--- config.mk ---
export PLATFORM = sky130hd
export DESIGN_NAME = stepper_move_sequencer
export DESIGN_NICKNAME = d
export VERILOG_FILES = /design/src/rtl/stepper_move_sequencer.sv
export SDC_FILE = /design/constraint.sdc
export NUM_CORES = 1
export LEC_CHECK = 0
export ABC_AREA = 1
export ABC_CLOCK_PERIOD_IN_PS = 2470
export CELL_PAD_IN_SITES_DETAIL_PLACEMENT = 2
export CELL_PAD_IN_SITES_GLOBAL_PLACEMENT = 2
export CORE_MARGIN = 2
export CORE_UTILIZATION = 38
export CTS_CLUSTER_DIAMETER = 60
export CTS_CLUSTER_SIZE = 40
export DETAILED_ROUTE_END_ITERATION = 16
export PLACE_DENSITY = 0.9
export SYNTH_ARGS = -nofsm -noshare
export SYNTH_HDL_FRONTEND = slang
export SYNTH_SLANG_ARGS = --single-unit
--- constraint.sdc ---
create_clock -name clock -period 2.47 [get_ports clock]
set_clock_uncertainty 0.1 [all_clocks]
set_input_delay 0.741 -clock clock [delete_from_list [all_inputs] [get_ports clock]]
set_output_delay 0.741 -clock clock [all_outputs]
set_load 0.05 [all_outputs]
--- src/rtl/stepper_move_sequencer.sv ---
// Move-command queue and issue sequencer for one stepper_driver (start/dir/steps/done).
// Optional timeout fault on the driver handshake is enabled by defining SEQ_TIMEOUT_EN.
module stepper_move_sequencer #(
  parameter int FIFO_DEPTH     = 16,
  parameter int SETTLE_CYCLES  = 1000,
  parameter int TIMEOUT_CYCLES = 2**24
) (
  input  logic                        clock,
  input  logic                        reset,
  input  logic                        cmd_valid,
  output logic                        cmd_ready,
  input  logic                        cmd_dir,
  input  logic [7:0]                  cmd_steps,
  input  logic                        flush,
  output logic                        drv_start,
  output logic                        drv_dir,
  output logic [7:0]                  drv_steps,
  input  logic                        drv_done,
  output logic                        busy,
  output logic [$clog2(FIFO_DEPTH):0] level,
  output logic [15:0]                 moves_done,
  output logic                        fault
);

  localparam int AW          = $clog2(FIFO_DEPTH);
  localparam int LW          = AW + 1;
  localparam int SW          = (SETTLE_CYCLES > 1) ? $clog2(SETTLE_CYCLES) : 1;
  localparam int SETTLE_LOAD = (SETTLE_CYCLES > 0) ? SETTLE_CYCLES - 1 : 0;

  typedef enum logic [2:0] {
    IDLE,
    START,
    WAIT_ACK,
    WAIT_DONE,
    SETTLE
`ifdef SEQ_TIMEOUT_EN
    , FAULT
`endif
  } state_t;

  state_t          state;
  state_t          next_state;
  logic [8:0]      fifo_mem [FIFO_DEPTH];
  logic [AW-1:0]   wr_ptr;
  logic [AW-1:0]   rd_ptr;
  logic            push;
  logic            pop;
  logic            done_seen;
  logic [SW-1:0]   settle_cnt;

  // flush wins over a same-cycle push so a flushed queue is truly empty afterwards
  assign cmd_ready = (level < LW'(FIFO_DEPTH));
  assign push      = cmd_valid && cmd_ready && !flush;
  assign busy      = (state != IDLE) || (level != '0);

`ifdef SEQ_TIMEOUT_EN
  localparam int TW = $clog2(TIMEOUT_CYCLES + 1);

  logic [TW-1:0] to_cnt;
  logic          timeout_hit;

  assign timeout_hit = (to_cnt == TW'(TIMEOUT_CYCLES - 1));
`endif

  always_comb begin
    next_state = state;
    pop        = 1'b0;
    done_seen  = 1'b0;
    case (state)
      IDLE: begin
        if (level != '0 && !flush) begin
          pop        = 1'b1;
          next_state = START;
        end
      end
      START: next_state = WAIT_ACK;
      WAIT_ACK: begin
        // done may be low for a single cycle on a zero-step move, so it is checked every cycle
        if (!drv_done) begin
          next_state = WAIT_DONE;
        end
`ifdef SEQ_TIMEOUT_EN
        else if (timeout_hit) begin
          next_state = FAULT;
        end
`endif
      end
      WAIT_DONE: begin
        if (drv_done) begin
          done_seen  = 1'b1;
          next_state = (SETTLE_CYCLES == 0) ? IDLE : SETTLE;
        end
`ifdef SEQ_TIMEOUT_EN
        else if (timeout_hit) begin
          next_state = FAULT;
        end
`endif
      end
      SETTLE: begin
        if (settle_cnt == '0) begin
          next_state = IDLE;
        end
      end
`ifdef SEQ_TIMEOUT_EN
      FAULT: next_state = FAULT;
`endif
      default: next_state = IDLE;
    endcase
  end

  always_ff @(posedge clock) begin
    if (reset) begin
      state      <= IDLE;
      drv_start  <= 1'b0;
      drv_dir    <= 1'b0;
      drv_steps  <= '0;
      moves_done <= '0;
      settle_cnt <= '0;
    end else begin
      state     <= next_state;
      drv_start <= (next_state == START);
      if (pop) begin
        {drv_dir, drv_steps} <= fifo_mem[rd_ptr];
      end
      if (done_seen) begin
        moves_done <= moves_done + 16'd1;
      end
      if (done_seen) begin
        settle_cnt <= SW'(SETTLE_LOAD);
      end else if (state == SETTLE && settle_cnt != '0) begin
        settle_cnt <= settle_cnt - SW'(1);
      end
    end
  end

  always_ff @(posedge clock) begin
    if (reset) begin
      wr_ptr <= '0;
      rd_ptr <= '0;
      level  <= '0;
    end else if (flush) begin
      wr_ptr <= '0;
      rd_ptr <= '0;
      level  <= '0;
    end else begin
      if (push) begin
        wr_ptr <= wr_ptr + AW'(1);
      end
      if (pop) begin
        rd_ptr <= rd_ptr + AW'(1);
      end
      case ({push, pop})
        2'b10:   level <= level + LW'(1);
        2'b01:   level <= level - LW'(1);
        default: level <= level;
      endcase
    end
  end

  // storage needs no reset; pointers and level define what is valid
  always_ff @(posedge clock) begin
    if (push) begin
      fifo_mem[wr_ptr] <= {cmd_dir, cmd_steps};
    end
  end

`ifdef SEQ_TIMEOUT_EN
  // one budget covers the whole acknowledge-plus-completion handshake
  always_ff @(posedge clock) begin
    if (reset) begin
      to_cnt <= '0;
      fault  <= 1'b0;
    end else begin
      if (state == START) begin
        to_cnt <= '0;
      end else if (state == WAIT_ACK || state == WAIT_DONE) begin
        to_cnt <= to_cnt + TW'(1);
      end
      if (next_state == FAULT) begin
        fault <= 1'b1;
      end
    end
  end
`else
  assign fault = 1'b0;
`endif

endmodule

==> impl_results.html, run 1 <==
<table>
<tr><th>Metric</th><th>Value</th></tr>
<tr><th colspan="2">Run status</th></tr>
<tr><td>Outcome</td><td>complete, no violations</td></tr>
<tr><th colspan="2">Worst setup path</th></tr>
<tr><td>Maximum fanout count along the critical path</td><td>2</td></tr>
<tr><td>Critical Path RT</td><td>1630 ps</td></tr>
<tr><td>CP startpoint kind</td><td>register</td></tr>
<tr><td>Crit path largest cell delay</td><td>800 ps</td></tr>
<tr><td>Ordered cell list for the critical path</td><td>clkdlybuf4s50_1</td></tr>
<tr><td>Number of buffers and inverters on the critical path</td><td>1</td></tr>
<tr><td>Register-to-register path setup slack</td><td>150 ps</td></tr>
<tr><td>Worst Setup Path Type</td><td>register to output port</td></tr>
<tr><td>Crit path max-delay cell type</td><td>clkdlybuf4s50_1</td></tr>
<tr><td>Critical Path AT</td><td>1590 ps</td></tr>
<tr><td>Kind of cell adding the most delay to the critical path</td><td>buffers and inverters</td></tr>
<tr><td>Category of the worst setup path capture point</td><td>output port</td></tr>
<tr><th colspan="2">Logic synthesis</th></tr>
<tr><td>Register area share after synthesis</td><td>61.6%</td></tr>
<tr><td>Mapped Cells</td><td>955</td></tr>
<tr><td>Share of the synthesized area in the top cell type</td><td>49.7%</td></tr>
<tr><td>Area contributors post-synth</td><td>edfxtp_1 50%, nand2_1 14%, dfxtp_1 12%</td></tr>
<tr><td>Flop and latch count out of synthesis</td><td>196</td></tr>
<tr><td>Post-synthesis instance area</td><td>0.00871 mm2</td></tr>
<tr><td>Net count after synthesis</td><td>979</td></tr>
<tr><td>Number of warnings reported in the yosys synthesis log</td><td>0</td></tr>
<tr><td>Cell accounting for the most synthesized area</td><td>edfxtp_1</td></tr>
<tr><td>Post-synthesis average cell area</td><td>9.12 um2</td></tr>
<tr><td>Unique masters post-synth</td><td>36</td></tr>
<tr><th colspan="2">Global route</th></tr>
<tr><td>Initial antenna violation count</td><td>0</td></tr>
<tr><td>Maximum number of pins on one net before global-route repair</td><td>76</td></tr>
<tr><td>Total grt overflow</td><td>0</td></tr>
<tr><td>Via count of the first global-routing pass</td><td>8119</td></tr>
<tr><td>Global-route usage over all layers</td><td>27.7%</td></tr>
<tr><td>Wire length of the first global-routing pass</td><td>49.4 mm</td></tr>
<tr><th colspan="2">Floorplan</th></tr>
<tr><td>Full die area</td><td>0.0241 mm2</td></tr>
<tr><td>Effective utilization at floorplan</td><td>38.6%</td></tr>
<tr><td>Floorplan Core Area</td><td>0.0226 mm2</td></tr>
<tr><td>Ports</td><td>48</td></tr>
<tr><td>X dimension of the die</td><td>155 um</td></tr>
<tr><td>Number of placement rows</td><td>55</td></tr>
<tr><td>Die Height</td><td>155 um</td></tr>
<tr><th colspan="2">CTS</th></tr>
<tr><td>Clock tree root buffer cell</td><td>clkbuf_16</td></tr>
<tr><td>Number of buffers added by the clock tree synthesis step</td><td>17</td></tr>
<tr><td>Number of sinks on the clock net</td><td>196</td></tr>
<tr><td>Clock transition at path regs</td><td>80 ps</td></tr>
<tr><td>Deepest level of the CTS H-tree</td><td>4</td></tr>
<tr><td>Clock Latency Late Sink</td><td>460 ps</td></tr>
<tr><td>Clock tree from TritonCTS</td><td>done</td></tr>
<tr><td>Largest buffer count on any clock path</td><td>2</td></tr>
<tr><td>Quantity of hold-fixing buffers added after cts</td><td>0</td></tr>
<tr><th colspan="2">Worst hold path</th></tr>
<tr><td>Path category of the worst min-delay check</td><td>register to register</td></tr>
<tr><th colspan="2">Timing</th></tr>
<tr><td>Final Max Tran Viols</td><td>0</td></tr>
<tr><td>Final period util</td><td>98.3%</td></tr>
<tr><td>Hold Vio Cnt, Final</td><td>0</td></tr>
<tr><td>Setup Total Neg Slack</td><td>0 ps</td></tr>
<tr><td>Final setup vio count</td><td>0</td></tr>
<tr><td>Worst-case headroom to the max-slew limit</td><td>54.1%</td></tr>
<tr><td>Highest attainable clock frequency</td><td>412 MHz</td></tr>
<tr><td>Clock period minus final worst setup slack</td><td>2430 ps</td></tr>
<tr><td>Worst-margin pin slew</td><td>688 ps</td></tr>
<tr><th colspan="2">Cells and area</th></tr>
<tr><td>Count of antenna diodes in the layout</td><td>0</td></tr>
<tr><td>Number of nets in the layout</td><td>1059</td></tr>
<tr><td>Area growth from synthesis to final layout</td><td>20.4%</td></tr>
<tr><td>Count of fill cells added during filler insertion</td><td>2402</td></tr>
<tr><td>Fraction of final layout cells with drive strength greater than 1</td><td>11.4%</td></tr>
<tr><th colspan="2">Routing</th></tr>
<tr><td>Initial DRT Pass Iterations</td><td>5</td></tr>
<tr><td>Remaining antenna violation count after routing</td><td>0</td></tr>
<tr><td>Number of vias per cell after detailed routing</td><td>5.41</td></tr>
<tr><td>DR WL/cell</td><td>24.4 um</td></tr>
<tr><td>Initial drt markers</td><td>626</td></tr>
<tr><td>Vias</td><td>7210</td></tr>
<tr><td>Total wirelength of the detailed-routed design</td><td>32.6 mm</td></tr>
<tr><td>Count of unresolved DRC violations after routing</td><td>0</td></tr>
<tr><th colspan="2">Place</th></tr>
<tr><td>Placer's final routability congestion estimate</td><td>0.837</td></tr>
<tr><td>Port bufs</td><td>46</td></tr>
<tr><td>Final HPWL DP</td><td>20.9 mm</td></tr>
<tr><th colspan="2">Run</th></tr>
<tr><td># Max-Cap Violations</td><td>0</td></tr>
<tr><th colspan="2">Power and ir drop</th></tr>
<tr><td>Leakage power of the design</td><td>0.00443 uW</td></tr>
<tr><td>Tot Pwr</td><td>7610 uW</td></tr>
<tr><td>Pwr dens</td><td>726 mW/mm2</td></tr>
<tr><td>Peak supply drop</td><td>0.489 mV</td></tr>
</table>
## logic make-up after synthesis
family | share of synthesized area (%)
simple gates | 26.3
flops | 61.6
buf+inv | 6.08
compound gates | 3.84
fa+ha+maj | 1.44
xor+xnor | 0.704
other cells | 0.0431
## worst paths after layout
check / endpoint / start / cells after the start
max: drv_steps[5] / drv_steps[5] / 1
min: settle_cnt[3] / settle_cnt[3] / 2
max reg2reg: level[4] / state[1] / 16
min reg2reg: settle_cnt[3] / settle_cnt[3] / 2
## Yosys cell counts (all sizes together)
cell type	n
nand2	336
edfxtp	144
nand3	103
nor2	98
inv	92
dfxtp	52
o21ai	27
buf	22
a21oi	19
clkbuf	15
ha	10
o21a	9
nand4	7
xor2	5
nor3	4
a21boi	2
xnor2	2
a211oi	1
a31oi	1
clkinv	1
conb	1
nand3b	1
nor3b	1
nor4	1
o21bai	1
## through the flow
stage	cell area, um2	utilization (%)	instances	setup WS (ps)	hold WS (ps)
floorplan	8750	-	955	-71.9	351
global placement	9810	43.5	1299	-211	372
detailed placement	9810	43.5	1299	-344	392
CTS	10400	46.2	1331	0.156	412
global route	10500	46.4	1333	-0.820	430
finish	10500	46.4	1333	42.9	409
## registers in the layout (all words and copies together), names as in the netlist
signal / cells
moves_done: 16
drv_steps: 8
wr_ptr: 4
state: 3
settle_cnt: 10
rd_ptr: 4
drv_dir: 1
level: 5
drv_start: 1
fifo_mem: 144
## power by group
| group | internal (uW) | switching, uW |
|---|---|---|
| Sequential | 3570 | 48.6 |
| Clock | 1440 | 1610 |
| Combinational | 290 | 650 |
| Total | 5300 | 2300 |
## final cells by class
cell class / instances / area, um2 / area share [%]
clock inverters: 15 / 218 / 2.08
clock buffers: 17 / 425 / 4.06
repair buffers: 98 / 892 / 8.51
flip-flops and latches: 196 / 5370 / 51.3
multi-input cells: 629 / 2860 / 27.3
inverters: 93 / 353 / 3.37
well taps: 285 / 357 / 3.40
## layout by cell type, fill, tap and decap left out, types with 18 or more instances in the layout
master and instances:
nor2_1 90, buf_4 53, a21oi_1 18, nand3_1 103, inv_1 87, o21ai_0 27
edfxtp_1 144, dlygate4sd2_1 21, nand2_1 334, dfxtp_1 47
## timing repair
action | CTS | global route
resized for setup | 21 | 12
buffers inserted | 0 | 2
pin swaps | 0 | 2
setup endpoints to repair | 21 | 7
## routing by layer
metal | share of wire, % | vias up | GRT usage (%) | wire length (um)
met5 | 0 | - | 0 | 0
met4 | 3.6 | 0 | 10.4 | 1160
met3 | 3.0 | 69 | 4.35 | 979
met2 | 53 | 177 | 50.5 | 17200
met1 | 41 | 3698 | 32.9 | 13200
li1 | - | 3266 | - | -
(Power assumes the default switching activity.)
==> run 2, diff against run 1 <==
- ABC_CLOCK_PERIOD_IN_PS: 2470 -> 2100
- CORE_UTILIZATION: 38 -> 34
- CTS_CLUSTER_DIAMETER: 60 -> 40
- PLACE_DENSITY: 0.9 -> 0.85
- clock period: 2.47 -> 2.1 ns (I/O delays scaled with it)
==> run 2 against run 1 <==
  * Global-route usage decreased by 3.8 points
  * Hold slack gained 1.2 ps
  * Core utilization is 3.8 points lower
  * Sequential share of layout area down 1.2 points
  * The run now ends with setup timing left
  * Sequential cell count did not move
  * Total power increased by 20%
  * Cell count up 4.8%
  * Critical path depth rose by 15
  * Sequential power is 17% higher
  * Via count shrank 0.11%
  * Non-clock buffer count rose by 19
  * Design area increased by 2.5%
  * Critical endpoint is now level[4]
==> impl_results.html, run 2 (synthesized netlist as in run 1, its figures left out) <==
<table>
<tr><th>Metric</th><th>Value</th></tr>
<tr><th colspan="2">Global route</th></tr>
<tr><td>Maximum number of pins on one net before global-route repair</td><td>76 (unchanged)</td></tr>
<tr><td>Wire length of the first global-routing pass</td><td>47.8 mm (-3.4%)</td></tr>
<tr><td>Via count of the first global-routing pass</td><td>8031 (-1.1%)</td></tr>
<tr><td>Global-route usage over all layers</td><td>23.9% (-3.8 points)</td></tr>
<tr><td>Total grt overflow</td><td>0 (unchanged)</td></tr>
<tr><td>Initial antenna violation count</td><td>0 (unchanged)</td></tr>
<tr><th colspan="2">Power and ir drop</th></tr>
<tr><td>Pwr dens</td><td>851 mW/mm2 (+17%)</td></tr>
<tr><td>Peak supply drop</td><td>0.607 mV (+24%)</td></tr>
<tr><td>Leakage power of the design</td><td>0.00444 uW (+0.23%)</td></tr>
<tr><th colspan="2">CTS</th></tr>
<tr><td>Number of buffers added by the clock tree synthesis step</td><td>17 (unchanged)</td></tr>
<tr><td>Number of sinks on the clock net</td><td>196 (unchanged)</td></tr>
<tr><td>Clock tree root buffer cell</td><td>clkbuf_16</td></tr>
<tr><td>Clock tree from TritonCTS</td><td>done</td></tr>
<tr><td>Clock Latency Late Sink</td><td>460 ps (about the same)</td></tr>
<tr><td>Clock transition at path regs</td><td>90 ps (about the same)</td></tr>
<tr><td>Largest buffer count on any clock path</td><td>2 (unchanged)</td></tr>
<tr><td>Deepest level of the CTS H-tree</td><td>4 (unchanged)</td></tr>
<tr><th colspan="2">Floorplan</th></tr>
<tr><td>Die Height</td><td>164 um (+5.6%)</td></tr>
<tr><td>Floorplan Core Area</td><td>0.0252 mm2 (+12%)</td></tr>
<tr><td>Effective utilization at floorplan</td><td>34.6% (-4.0 points)</td></tr>
<tr><td>X dimension of the die</td><td>164 um (+5.6%)</td></tr>
<tr><td>Full die area</td><td>0.0269 mm2 (+11%)</td></tr>
<tr><td>Number of placement rows</td><td>58 (+5.5%)</td></tr>
<tr><td>Ports</td><td>48 (unchanged)</td></tr>
<tr><th colspan="2">Timing</th></tr>
<tr><td>Clock period minus final worst setup slack</td><td>2320 ps</td></tr>
<tr><td>Worst-case headroom to the max-slew limit</td><td>53.4% (-0.65 points)</td></tr>
<tr><td>Hold Vio Cnt, Final</td><td>0 (unchanged)</td></tr>
<tr><td>Final setup vio count</td><td>5 (+5)</td></tr>
<tr><td>Final period util</td><td>110%</td></tr>
<tr><td>Highest attainable clock frequency</td><td>431 MHz</td></tr>
<tr><td>Worst-margin pin slew</td><td>698 ps (+9.76 ps)</td></tr>
<tr><td>Setup repair after global routing missed its margin</td><td>yes</td></tr>
<tr><td>Final Max Tran Viols</td><td>0 (unchanged)</td></tr>
<tr><td>Worst Setup Slack, final</td><td>-218 ps (-261 ps)</td></tr>
<tr><th colspan="2">Routing</th></tr>
<tr><td>Remaining antenna violation count after routing</td><td>0 (unchanged)</td></tr>
<tr><td>Total wirelength of the detailed-routed design</td><td>32.0 mm (-1.8%)</td></tr>
<tr><td>Initial DRT Pass Iterations</td><td>7 (+2)</td></tr>
<tr><td>Vias</td><td>7202 (-0.11%)</td></tr>
<tr><td>Initial drt markers</td><td>482 (-23%)</td></tr>
<tr><td>Count of unresolved DRC violations after routing</td><td>0 (unchanged)</td></tr>
<tr><td>DR WL/cell</td><td>22.9 um (-6.3%)</td></tr>
<tr><td>Number of vias per cell after detailed routing</td><td>5.16 (-4.7%)</td></tr>
<tr><th colspan="2">Cells and area</th></tr>
<tr><td>Fraction of final layout cells with drive strength greater than 1</td><td>17.2% (+5.8 points)</td></tr>
<tr><td>Area growth from synthesis to final layout</td><td>23.4%</td></tr>
<tr><td>Count of antenna diodes in the layout</td><td>0 (unchanged)</td></tr>
<tr><td>Largest regs</td><td>fifo_mem (144), moves_done (16), settle_cnt (10)</td></tr>
<tr><td>Non-Filler Instances</td><td>1397 (+4.8%)</td></tr>
<tr><td>Top reg by flops</td><td>fifo_mem</td></tr>
<tr><td>Number of nets in the layout</td><td>1078 (+1.8%)</td></tr>
<tr><td>Flip-flop count of the largest register, all copies and words added</td><td>144 (unchanged)</td></tr>
<tr><td>Leading cell types in the layout, fill and taps excluded</td><td>326 x nand2_1, 144 x edfxtp_1, 101 x nand3_1</td></tr>
<tr><td>Most frequent standard cell in the layout excluding fill and tap cells</td><td>nand2_1</td></tr>
<tr><td>Final Core Density</td><td>42.7% (-3.8 points)</td></tr>
<tr><th colspan="2">Place</th></tr>
<tr><td>Port bufs</td><td>46 (unchanged)</td></tr>
<tr><td>Placed cell count</td><td>1353 (+4.2%)</td></tr>
<tr><td>Final HPWL DP</td><td>19.8 mm (-5.2%)</td></tr>
<tr><td>Placer's final routability congestion estimate</td><td>0.791 (-5.5%)</td></tr>
<tr><th colspan="2">Worst setup path</th></tr>
<tr><td>Category of the worst setup path capture point</td><td>register</td></tr>
<tr><td>Maximum fanout count along the critical path</td><td>5 (+3)</td></tr>
<tr><td>Worst Setup Path Type</td><td>register to register</td></tr>
<tr><td>CP startpoint kind</td><td>register</td></tr>
<tr><td>Critical Path RT</td><td>2330 ps (+700 ps)</td></tr>
<tr><td>Critical Path AT</td><td>2550 ps (+960 ps)</td></tr>
<tr><th colspan="2">Run status</th></tr>
<tr><td>Outcome</td><td>finished, violations left</td></tr>
<tr><td>Violated checks</td><td>setup timing</td></tr>
<tr><th colspan="2">Worst hold path</th></tr>
<tr><td>Path category of the worst min-delay check</td><td>register to register</td></tr>
<tr><th colspan="2">Run</th></tr>
<tr><td># Max-Cap Violations</td><td>0 (unchanged)</td></tr>
</table>
[run 2: final timing paths]
kind / startpoint / endpoint / cells after the start / slack (ps)
max: level[2] / level[4] / 16 / -220
min: settle_cnt[4] / settle_cnt[4] / 2 / 410
max reg2reg: level[2] / level[4] / 16 / -220
min reg2reg: settle_cnt[4] / settle_cnt[4] / 2 / 410
[run 2: critical path: stages (launching register included)]
cell,delay (ps)
dfxtp_1,330
nor2_1,110
nand4_1,130
buf_4,170
nand2_4,70
nor2_4,60
ha_4,170
buf_4,130
buf_6,120
nand2_2,60
inv_2,50
o21ai_0,330
nand2_2,120
nand2_2,80
nand2_2,60
nand2_2,60
a21oi_2,50
[run 2: report_power, final]
group / switching [uW] / leakage (uW) / internal, uW
registers: 50.8 / 0.00172 / 4200
clock network: 1870 / 0.000316 / 1790
logic: 804 / 0.00240 / 417
total: 2730 / 0.00444 / 6410
[run 2: layer usage]
metal	wire, um	GRT usage [%]
met3	1140	3.96
met4	753	7.22
met1	13200	29.3
met2	16900	43.0
met5	0	0
[run 2: layout make-up]
| class | count | area, um2 |
|---|---|---|
| fill | 2699 | 14400 |
| sequential | 196 | 5380 |
| multi-input combinational | 629 | 2910 |
| timing repair buffer | 117 | 1040 |
| clock buffer | 17 | 425 |
| tap | 330 | 413 |
| inverter | 93 | 357 |
| clock inverter | 15 | 226 |
[run 2: stage by stage]
step	area (um2)	total power [uW]	setup slack [ps]	hold WS (ps)	setup TNS, ps
global placement	9910	5360	-451	367	-53690
floorplan	8750	4920	-437	351	-1310
CTS	10600	9080	-107	412	-210
detailed placement	9910	5420	-590	400	-72180
global route	10700	9400	-347	435	-1510
finish	10700	9140	-218	410	-691
[run 2: repair_timing]
action	4_1_cts	5_1_grt
gates resized for setup	14	19
setup buffers	5	7
pin swaps	7	12
endpoints found under the hold margin	0	0
endpoints found under the setup margin	89	156
hold buffers	0	0
gates cloned	0	0
==> run 3, diff against run 2 <==
- PLACE_DENSITY: 0.85 -> not set
- PLACE_DENSITY_LB_ADDON: not set -> 0.1
==> run 3 against run 2 <==
  * The flow still finishes with violations (setup timing)
  * Clock-buffer cell count unchanged
  * Register-to-register slack improved by 210 ps
  * Global-route usage down 2.1 points
  * Critical path depth down 10
  * Cell count up 1.1%
  * Design area rose by 0.45%
  * Worst setup slack gained 150 ps
  * Total power fell by 4.8%
  * Critical endpoint is now busy
  * Largest power group unchanged
==> impl_results.html, run 3 (synthesized netlist as in run 1, its figures left out) <==
<table>
<tr><th>Metric</th><th>Value</th></tr>
<tr><th colspan="2">Cells and area</th></tr>
<tr><td>Largest regs</td><td>fifo_mem (144), moves_done (16), settle_cnt (10)</td></tr>
<tr><td>Flip-flop count of the largest register, all copies and words added</td><td>144 (unchanged)</td></tr>
<tr><td>Count of antenna diodes in the layout</td><td>0 (unchanged)</td></tr>
<tr><td>Fraction of final layout cells with drive strength greater than 1</td><td>17.8% (+0.67 points)</td></tr>
<tr><td>Area growth from synthesis to final layout</td><td>23.9%</td></tr>
<tr><td>Top reg by flops</td><td>fifo_mem</td></tr>
<tr><td>Final Core Density</td><td>42.9% (+0.19 points)</td></tr>
<tr><td>Non-Filler Instances</td><td>1413 (+1.1%)</td></tr>
<tr><td>Most frequent standard cell in the layout excluding fill and tap cells</td><td>nand2_1</td></tr>
<tr><td>Register cell area after layout</td><td>0.00538 mm2 (about the same)</td></tr>
<tr><td>Number of nets in the layout</td><td>1094 (+1.5%)</td></tr>
<tr><td>Multi-input logic area</td><td>0.00289 mm2 (-0.60%)</td></tr>
<tr><td>Leading cell types in the layout, fill and taps excluded</td><td>330 x nand2_1, 144 x edfxtp_1, 108 x buf_4</td></tr>
<tr><td>Count of fill cells added during filler insertion</td><td>2743 (+1.6%)</td></tr>
<tr><th colspan="2">Worst setup path</th></tr>
<tr><td>Register-to-register path setup slack</td><td>-10 ps (+210 ps)</td></tr>
<tr><td>Crit path largest cell delay</td><td>330 ps (about the same)</td></tr>
<tr><td>Crit Reg-Reg Startpoint</td><td>state[0]</td></tr>
<tr><td>CP startpoint kind</td><td>register</td></tr>
<tr><td>Ordered cell list for the critical path</td><td>nor2_2, inv_2, nor2_4, buf_4, nand2_2, buf_12</td></tr>
<tr><td>Kind of cell adding the most delay to the critical path</td><td>buffers and inverters</td></tr>
<tr><td>Number of buffers and inverters on the critical path</td><td>3 (-1)</td></tr>
<tr><td>Critical Path AT</td><td>1440 ps (-1110 ps)</td></tr>
<tr><td>Critical Path RT</td><td>1370 ps (-960 ps)</td></tr>
<tr><td>Worst Setup Path Type</td><td>register to output port</td></tr>
<tr><td>Crit path max-delay cell type</td><td>dfxtp_2</td></tr>
<tr><td>R2R cell count</td><td>16 (unchanged)</td></tr>
<tr><td>Category of the worst setup path capture point</td><td>output port</td></tr>
<tr><td>Reg-to-reg endpoint</td><td>level[4]</td></tr>
<tr><td>Maximum fanout count along the critical path</td><td>2 (-3)</td></tr>
<tr><th colspan="2">Timing</th></tr>
<tr><td>Final Max Tran Viols</td><td>0 (unchanged)</td></tr>
<tr><td>Clock period minus final worst setup slack</td><td>2170 ps (-146 ps)</td></tr>
<tr><td>Worst-case headroom to the max-slew limit</td><td>67.0% (+14 points)</td></tr>
<tr><td>Worst-margin pin slew</td><td>491 ps (-206 ps)</td></tr>
<tr><td>Hold Vio Cnt, Final</td><td>0 (unchanged)</td></tr>
<tr><td>Highest attainable clock frequency</td><td>460 MHz (+6.7%)</td></tr>
<tr><td>Final period util</td><td>103% (-6.9 points)</td></tr>
<tr><td>Worst Setup Slack, final</td><td>-72.1 ps (+146 ps)</td></tr>
<tr><td>Final setup vio count</td><td>2 (-3)</td></tr>
<tr><td>Setup repair after global routing missed its margin</td><td>yes</td></tr>
<tr><th colspan="2">Routing</th></tr>
<tr><td>Count of unresolved DRC violations after routing</td><td>0 (unchanged)</td></tr>
<tr><td>Total wirelength of the detailed-routed design</td><td>28.0 mm (-12%)</td></tr>
<tr><td>Initial DRT Pass Iterations</td><td>5 (-2)</td></tr>
<tr><td>Vias</td><td>6948 (-3.5%)</td></tr>
<tr><td>Remaining antenna violation count after routing</td><td>0 (unchanged)</td></tr>
<tr><td>Number of vias per cell after detailed routing</td><td>4.92 (-4.6%)</td></tr>
<tr><td>Initial drt markers</td><td>347 (-28%)</td></tr>
<tr><td>DR WL/cell</td><td>19.8 um (-13%)</td></tr>
<tr><th colspan="2">Worst hold path</th></tr>
<tr><td>Worst Hold Endpoint</td><td>settle_cnt[4]</td></tr>
<tr><td>Startpoint of the tightest hold check path</td><td>settle_cnt[4]</td></tr>
<tr><td>Worst hold path stage count</td><td>2 (unchanged)</td></tr>
<tr><td>Path category of the worst min-delay check</td><td>register to register</td></tr>
<tr><th colspan="2">CTS</th></tr>
<tr><td>Clock tree from TritonCTS</td><td>done</td></tr>
<tr><td>Number of sinks on the clock net</td><td>196 (unchanged)</td></tr>
<tr><td>Deepest level of the CTS H-tree</td><td>4 (unchanged)</td></tr>
<tr><td>Clock transition at path regs</td><td>80 ps (about the same)</td></tr>
<tr><td>Clock Latency Late Sink</td><td>460 ps (about the same)</td></tr>
<tr><td>Largest buffer count on any clock path</td><td>2 (unchanged)</td></tr>
<tr><td>Clock tree root buffer cell</td><td>clkbuf_16</td></tr>
<tr><td>Number of buffers added by the clock tree synthesis step</td><td>17 (unchanged)</td></tr>
<tr><th colspan="2">Floorplan</th></tr>
<tr><td>Full die area</td><td>0.0269 mm2 (unchanged)</td></tr>
<tr><td>X dimension of the die</td><td>164 um (unchanged)</td></tr>
<tr><td>Ports</td><td>48 (unchanged)</td></tr>
<tr><td>Number of placement rows</td><td>58 (unchanged)</td></tr>
<tr><td>Die Height</td><td>164 um (unchanged)</td></tr>
<tr><td>Floorplan Core Area</td><td>0.0252 mm2 (unchanged)</td></tr>
<tr><td>Effective utilization at floorplan</td><td>34.6% (unchanged)</td></tr>
<tr><th colspan="2">Global route</th></tr>
<tr><td>Wire length of the first global-routing pass</td><td>43.2 mm (-9.5%)</td></tr>
<tr><td>Via count of the first global-routing pass</td><td>7487 (-6.8%)</td></tr>
<tr><td>Global-route usage over all layers</td><td>21.8% (-2.1 points)</td></tr>
<tr><td>Maximum number of pins on one net before global-route repair</td><td>39 (-49%)</td></tr>
<tr><td>Initial antenna violation count</td><td>0 (unchanged)</td></tr>
<tr><td>Total grt overflow</td><td>0 (unchanged)</td></tr>
<tr><th colspan="2">Power and ir drop</th></tr>
<tr><td>Leakage power of the design</td><td>0.00450 uW (+1.3%)</td></tr>
<tr><td>Peak supply drop</td><td>0.551 mV (-9.3%)</td></tr>
<tr><td>Power Internal</td><td>6230 uW (-2.9%)</td></tr>
<tr><td>Net switching power</td><td>2480 uW (-9.2%)</td></tr>
<tr><td>Reg power frac</td><td>48.7% (+2.2 points)</td></tr>
<tr><td>Sw Share</td><td>28.5% (-1.4 points)</td></tr>
<tr><td>Pwr dens</td><td>807 mW/mm2 (-5.2%)</td></tr>
<tr><td>Clock group share of total power</td><td>37.8% (-2.3 points)</td></tr>
<tr><td>Proportion of power drawn by combinational gates</td><td>13.5% (about the same)</td></tr>
<tr><th colspan="2">Place</th></tr>
<tr><td>Port bufs</td><td>46 (unchanged)</td></tr>
<tr><td>Placed cell count</td><td>1371 (+1.3%)</td></tr>
<tr><td>Final HPWL DP</td><td>19.4 mm (-2.0%)</td></tr>
<tr><td>Placer's final routability congestion estimate</td><td>0.768 (-2.8%)</td></tr>
<tr><th colspan="2">Run status</th></tr>
<tr><td>Violated checks</td><td>setup timing</td></tr>
<tr><td>Outcome</td><td>finished, violations left</td></tr>
<tr><th colspan="2">Run</th></tr>
<tr><td># Max-Cap Violations</td><td>0 (unchanged)</td></tr>
</table>
run 3: cell count changes in the layout (fill, tap and decap cells not counted), sizes merged:
cell / delta
buf: +16
bufinv: -1
clkinv: +4
inv: -3
run 3: stage by stage:
step | TNS (ps) | power (uW) | worst slack (ps) | area [um2] | hold slack [ps]
after global routing | -490 | 9030 | -162 | 10800 | 424
after floorplan | -1310 | 4920 | -437 | 8750 | 351
after global placement | -52100 | 5410 | -432 | 10100 | 366
final | -80.2 | 8710 | -72.1 | 10800 | 387
after detailed placement | -60580 | 5440 | -538 | 10100 | 383
after CTS | -72.3 | 8770 | -65.1 | 10700 | 395
run 3: worst max-delay path by stage:
stage | endpoint | startpoint | depth (start not counted)
after floorplan | level[4] | level[4] | 17
after global placement | level[4] | flush | 14
after CTS | busy | level[0] | 5
final | busy | state[0] | 6
after global routing | level[4] | state[0] | 16
after detailed placement | level[4] | flush | 14
run 3: area by class of cell:
type	count	area share, %
Clock buffer	17	3.94
Clock inverter	15	1.54
Inverter	93	3.27
Multi-Input combinational cell	629	26.8
Sequential cell	196	49.8
Tap cell	330	3.83
Timing Repair Buffer	133	10.8
run 3: layer usage:
metal | part of all wire [%] | GRT usage [%] | up-vias | wire, um
met5 | 0 | 0 | - | 0
met4 | 2.3 | 6.78 | 0 | 637
met3 | 2.7 | 3.66 | 32 | 765
met2 | 49 | 37.1 | 106 | 13800
met1 | 46 | 28.5 | 3473 | 12800
li1 | - | - | 3337 | -
run 3: what timing repair did:
item	in CTS	in global routing
setup endpoints to repair	4	59
hold endpoints to repair	0	0
pin swaps	8	9
setup buffers	6	4
hold buffers	0	0
resized for setup	13	12
run 3: power groups by stage:
stage          logic [uW]  registers [uW]  clock network (uW)
3_5_place_dp         1110            4330                   0
6_report             1170            4240                3290
5_1_grt              1280            4250                3500
4_1_cts              1160            4240                3380
2_1_floorplan         467            4460                   0
3_3_place_gp         1080            4330                   0
run 3: worst register-to-register path, cell delays in order, from the launching register on:
cell and delay, ps:
dfxtp_2 330, nor2_2 110, inv_2 50, nor2_4 140, nand2_2 100, nor2_4 150
ha_4 180, xor2_4 160, ha_2 190, inv_2 30, nand2_2 70, nand3_2 100
nand2_1 70, nand2_1 50, nand2_1 60, nand2_1 60, a21oi_2 110
